### src/rtl/alu_pkg.sv
// Shared types and constants for the ALU request scheduler.
package alu_pkg;

  typedef enum logic [1:0] {
    IDLE  = 2'd0,
    ISSUE = 2'd1,
    RESP  = 2'd2
  } state_t;

  localparam logic [1:0] OP_MUL = 2'b00;
  localparam logic [1:0] OP_DIV = 2'b01;
  localparam logic [1:0] OP_ADD = 2'b10;
  localparam logic [1:0] OP_ILL = 2'b11;

  localparam int DEFAULT_TMO = 64;

  function automatic logic op_legal(input logic [2:0] instr);
    return (instr[2:1] == OP_MUL) || (instr[2:1] == OP_DIV) || (instr[2:1] == OP_ADD);
  endfunction

endpackage

### src/rtl/rr_arbiter.sv
// Round-robin arbiter: search begins one past the pointer and wraps.
module rr_arbiter #(
  parameter int NREQ = 4,
  parameter int IW   = 2
) (
  input  logic [NREQ-1:0] req,
  input  logic [IW-1:0]   ptr,
  output logic [NREQ-1:0] grant,
  output logic [IW-1:0]   grant_idx
);

  always_comb begin
    int unsigned cand;
    logic        found;
    grant     = '0;
    grant_idx = '0;
    found     = 1'b0;
    cand      = 0;
    for (int unsigned i = 1; i <= NREQ; i++) begin
      cand = (32'(ptr) + i) % unsigned'(NREQ);
      if (!found && req[IW'(cand)]) begin
        found            = 1'b1;
        grant[IW'(cand)] = 1'b1;
        grant_idx        = IW'(cand);
      end
    end
  end

endmodule

### src/rtl/alu_sched.sv
// Multi-requester scheduler in front of a shared fixed-point ALU, with
// round-robin arbitration, operation timeout and illegal-opcode trapping.
module alu_sched
  import alu_pkg::*;
#(
  parameter int N    = 32,
  parameter int Q    = 16,
  parameter int NREQ = 4,
  parameter int TMO  = DEFAULT_TMO
) (
  input  logic                      clk,
  input  logic                      rstn,
  input  logic [NREQ-1:0]           req_valid,
  output logic [NREQ-1:0]           req_ready,
  input  logic [NREQ-1:0][2:0]      req_instr,
  input  logic [NREQ-1:0][N-1:0]    req_a,
  input  logic [NREQ-1:0][N-1:0]    req_b,
  output logic [NREQ-1:0]           rsp_valid,
  output logic [N-1:0]              rsp_data,
  output logic                      rsp_zero,
  output logic                      rsp_err,
  output logic                      enable_alu,
  output logic [2:0]                alu_instr,
  output logic [N-1:0]              alu_a,
  output logic [N-1:0]              alu_b,
  input  logic                      alu_valid,
  input  logic                      alu_zero,
  input  logic [N-1:0]              alu_data
);

  localparam int IW = (NREQ > 1) ? $clog2(NREQ) : 1;
  localparam int CW = $clog2(TMO + 1);

  if (Q >= N || NREQ < 2 || NREQ > 8) begin : g_cfg_check
    $error("alu_sched: unsupported parameter combination");
  end

  state_t          state;
  logic [IW-1:0]   rr_ptr;
  logic [IW-1:0]   owner;
  logic [IW-1:0]   gidx;
  logic [NREQ-1:0] grant;
  logic [CW-1:0]   tmo_cnt;
  logic            hs;

  rr_arbiter #(
    .NREQ (NREQ),
    .IW   (IW)
  ) u_arb (
    .req       (req_valid),
    .ptr       (rr_ptr),
    .grant     (grant),
    .grant_idx (gidx)
  );

  // Ready is combinational so the winner is accepted in the same cycle it is chosen.
  always_comb begin
    req_ready = '0;
    if (rstn && state == IDLE) req_ready = grant;
    hs = |(req_valid & req_ready);
  end

  always_ff @(posedge clk or negedge rstn) begin
    if (!rstn) begin
      state      <= IDLE;
      rr_ptr     <= IW'(NREQ - 1);
      owner      <= '0;
      tmo_cnt    <= '0;
      enable_alu <= 1'b0;
      alu_instr  <= '0;
      alu_a      <= '0;
      alu_b      <= '0;
      rsp_valid  <= '0;
      rsp_data   <= '0;
      rsp_zero   <= 1'b0;
      rsp_err    <= 1'b0;
    end else begin
      rsp_valid <= '0;
      case (state)
        IDLE: begin
          if (hs) begin
            rr_ptr    <= gidx;
            owner     <= gidx;
            alu_instr <= req_instr[gidx];
            alu_a     <= req_a[gidx];
            alu_b     <= req_b[gidx];
            tmo_cnt   <= '0;
            if (op_legal(req_instr[gidx])) begin
              state      <= ISSUE;
              enable_alu <= 1'b1;
            end else begin
              state     <= RESP;
              rsp_valid <= NREQ'(1) << gidx;
              rsp_data  <= '0;
              rsp_zero  <= 1'b1;
              rsp_err   <= 1'b1;
            end
          end
        end
        ISSUE: begin
          // alu_valid is checked first so it wins over a simultaneous timeout.
          if (alu_valid) begin
            state      <= RESP;
            enable_alu <= 1'b0;
            rsp_valid  <= NREQ'(1) << owner;
            rsp_data   <= alu_data;
            rsp_zero   <= alu_zero;
            rsp_err    <= 1'b0;
          end else if (tmo_cnt == CW'(TMO)) begin
            state      <= RESP;
            enable_alu <= 1'b0;
            rsp_valid  <= NREQ'(1) << owner;
            rsp_data   <= '0;
            rsp_zero   <= 1'b1;
            rsp_err    <= 1'b1;
          end else begin
            tmo_cnt <= tmo_cnt + 1'b1;
          end
        end
        RESP: begin
          state <= IDLE;
        end
        default: begin
          state      <= IDLE;
          enable_alu <= 1'b0;
        end
      endcase
    end
  end

endmodule

### config.mk
export PLATFORM = sky130hd
export DESIGN_NAME = alu_sched
export DESIGN_NICKNAME = d
export VERILOG_FILES = /design/src/rtl/alu_pkg.sv /design/src/rtl/rr_arbiter.sv /design/src/rtl/alu_sched.sv
export SDC_FILE = /design/constraint.sdc
export NUM_CORES = 1
export LEC_CHECK = 0
export CORE_AREA = 2 2 160 162
export CTS_CLUSTER_DIAMETER = 60
export DETAILED_ROUTE_END_ITERATION = 7
export DIE_AREA = 0 0 162 164
export GPL_ROUTABILITY_DRIVEN = 0
export HOLD_SLACK_MARGIN = 0.1
export SKIP_CTS_REPAIR_TIMING = 1
export SLEW_MARGIN = 10
export SYNTH_ARGS = -nofsm -noshare
export SYNTH_HDL_FRONTEND = slang
export SYNTH_SLANG_ARGS = --single-unit
### constraint.sdc
create_clock -name clk -period 5.6 [get_ports clk]
set_input_delay 1.4 -clock clk [delete_from_list [all_inputs] [get_ports clk]]
set_output_delay 1.4 -clock clk [all_outputs]
set_load 0.005 [all_outputs]
==> flow_summary_export.csv <==
group,metric,value,unit
cts,numCtsBuffers,17,
yosys,synth_top_family_by_area,"simple AND/OR/NAND/NOR gates",
global_route,first_global_vias,7656,
cts,root_buffer,"clkbuf_16",
yosys,synthXorXnorAreaFrac,0.606,%
power,powerDensity,534,nW/um2
timing,slew_headroom,42.2,%
yosys,synth_edf_count,0,
global_route,grt_antenna_before_repair,1,
detailed_routing,drcViolationCount,0,
floorplan,start_util,29.1,%
detailed_routing,vias,8097,
floorplan,die_w,162,um
finish,stdcell_area,12300,um2
finish,instances_no_fill,1714,
timing,final-setup-viol-count,0,
floorplan,fp.dieH,164,um
yosys,synth_warnings,0,
timing,slew_violations,0,
cts,clk_pin_slew,0.06,ns
global_route,grt_pass1_wl,43.4,mm
detailed_routing,wl_met3,2.36,mm
yosys,syn_avg_cell_area,7.26,um2
yosys,synth-async-reset-ratio,100,%
timing,rsz0062_at_grt,"false",
yosys,synth_area_leaders,"dfrtp_1, nand2_1, nor2_1",
timing,fin_tns_setup,0,ns
timing,fin_ws,0.357,ns
detailed_routing,route.met2.wl,14.6,mm
floorplan,io_pins,418,
detailed_routing,ant_nets,0,
min_path,hold_depth,2,
cts,cts_tree,"yes",
setup_path,r2r_setup_slack,1.72,ns
floorplan,rows,58,
finish,drive_above_1_share,4.56,%
setup_path,slowest_stage,"clkdlybuf4s50_1",
setup_path,worstSetupPathDepth,8,
timing,finalHoldViolCount,0,
timing,worst_pin_slew,0.867,ns
yosys,synth_ff_type,"dfrtp_1",
setup_path,crit_required,4.20,ns
power,peakVddDrop,367,uV
yosys,synth_most_common_cell,"nand2_1",
yosys,synth_compound_area_share,18.4,%
cts,clk_path_buf_depth,2,
setup_path,cp-end-kind,"output port",
yosys,synth_fa_ha_area_share,1.73,%
yosys,synth_nets,1314,
yosys,synth-simple-area-share,30.6,%
setup_path,slowest_delay,0.54,ns
timing,period_share,93.6,%
detailed_routing,drt-total-wl,29.0,mm
placed_design,dpl-instance-area,11700,um2
placed_design,dp_hpwl,21.5,mm
yosys,synth_top_cell_by_area,"dfrtp_1",
cts,h-tree-depth,4,
detailed_routing,via_per_inst,4.72,
setup_path,cp_num_buf_inv,3,
finish,syn_to_final_growth,69.8,%
setup_path,crit_chain,"clkdlybuf4s50_1 > buf_4 > nor3b_1 > o211ai_1 > o21ai_1 > nand2_1 > a21oi_1 > clkdlybuf4s50_1",
yosys,synth_common_cells,"nand2_1, nor2_1, o21ai_0, dfrtp_1, nand3_1",
setup_path,crit_path_max_fanout,7,
yosys,yosysSeqAreaShare,41.2,%
yosys,syn_area,7230,um2
power,total_leakage_power,5.29,nW
yosys,ys_ff_latch,119,
finish,layout.nets,1688,
placed_design,dp_slack,0.412,ns
detailed_routing,routedWlPerCell,16.9,um
yosys,synth_mux_area_share,1.94,%
status,status,"completed",
cts,clock_latency,0.41,ns
global_route,globalRouteOverflowTotal,0,
detailed_routing,m1WireLength,11.6,mm
global_route,grt_max_degree,150,
yosys,synth_top_area_share,40.5,%
detailed_routing,highest_layer,"met4",
placed_design,portBuffers,417,
run,drv_cap,0,
timing,fin_worst_skew,0.0110,ns
setup_path,reg2reg_depth,10,
min_path,hp-class,"flip-flop to flip-flop",
global_route,grtUsageTotal,21.0,%
yosys,synthCells,996,
yosys,netlist-cell-type-count,52,
detailed_routing,drtPass1Iterations,7,
detailed_routing,drt_iter0_drc,415,
setup_path,start_kind,"input port",
setup_path,crit_top_cell,"clkdlybuf4s50_1",
setup_path,crit_arrival,3.84,ns
setup_path,worstSetupPathType,"input port to output port",
setup_path,crit_family,"buffers and inverters",
floorplan,dieArea,26600,um2
timing,max_freq,191,MHz
cts,cts.sinks,119,
placed_design,placedCellCount,1681,
timing,min_period,5.24,ns
floorplan,coreArea,24800,um2
layout make-up:
cell class,count,area (um2)
clock inverters,12,150
clock buffers,19,453
fillers,2478,12500
inverters,14,52.6
multi-input cells,786,3880
well taps,330,413
flip-flops and latches,119,2980
diodes,2,5.00
repair buffers,432,4330
worst paths after layout:
| path | startpoint | to |
|---|---|---|
| worst min register to register | alu_b[26]$_DFFE_PN0P_ | alu_b[26]$_DFFE_PN0P_ |
| min in group asynchronous | rstn | rsp_data[3]$_DFFE_PN0P_ |
| worst max register to register | rr_ptr[0]$_DFFE_PN1P_ | rsp_valid[0]$_DFF_PN0_ |
| max in group asynchronous | rstn | tmo_cnt[1]$_DFFE_PN0P_ |
| worst max-delay path | req_valid[1] | req_ready[1] |
| worst min-delay path | alu_b[26]$_DFFE_PN0P_ | alu_b[26]$_DFFE_PN0P_ |
where the power goes:
| group | switching (mW) | total (mW) | internal (mW) |
|---|---|---|---|
| combinational | 2.19 | 3.92 | 1.73 |
| sequential | 0.246 | 1.50 | 1.26 |
| clock | 0.411 | 1.13 | 0.721 |
state kept, by name (all words and copies together) (netlist names):
signal	count
state	2
rr_ptr	2
enable_alu	1
alu_b	32
rsp_data	32
tmo_cnt	7
rsp_zero	1
alu_instr	3
rsp_err	1
alu_a	32
owner	2
rsp_valid	4
worst min-delay path, cell delays in order, from the launching register on:
cell     delay [ns]
dfrtp_1        0.34
nand2_1        0.04
o21ai_0        0.06
layer usage:
metal  vias to the layer above  GRT usage (%)
li1                       4072              -
met3                        25           6.57
met4                         0           5.71
met1                      3669           24.1
met5                         -              0
met2                       331           37.9
through the flow:
stage | power, mW | util [%] | hold WS [ns]
4_1_cts | 6.64 | 49.4 | 0.482
2_1_floorplan | 3.75 | - | 0.467
5_1_grt | 7.15 | 49.4 | 0.499
3_3_place_gp | 5.46 | 47.0 | 0.461
6_report | 6.56 | 49.5 | 0.476
3_5_place_dp | 5.48 | 47.0 | 0.469
cell usage in the layout, fill, tap and decap left out, drive strengths merged, types with 4 or more instances in the layout:
cell type        n
dfrtp          117
a22o            35
ha              10
buf             16
inv             16
nand2b           5
nand2          224
mux2i            8
nor2           219
clkbuf          19
o21ai          148
and3             6
nand3           74
a21oi           10
clkdlybuf4s50  416
clkinv           4
cells by family (layout without fill, tap and decap cells):
| logic type | after synthesis | count (layout) |
|---|---|---|
| compound gates | 216 | 216 |
| xor+xnor | 5 | 5 |
| buf+inv | 91 | 477 |
| flops | 119 | 119 |
| simple gates | 543 | 543 |
| other cells | 0 | 2 |
| fa+ha+maj | 10 | 10 |
| mux | 12 | 12 |
Power figures use the tool's default switching activity.
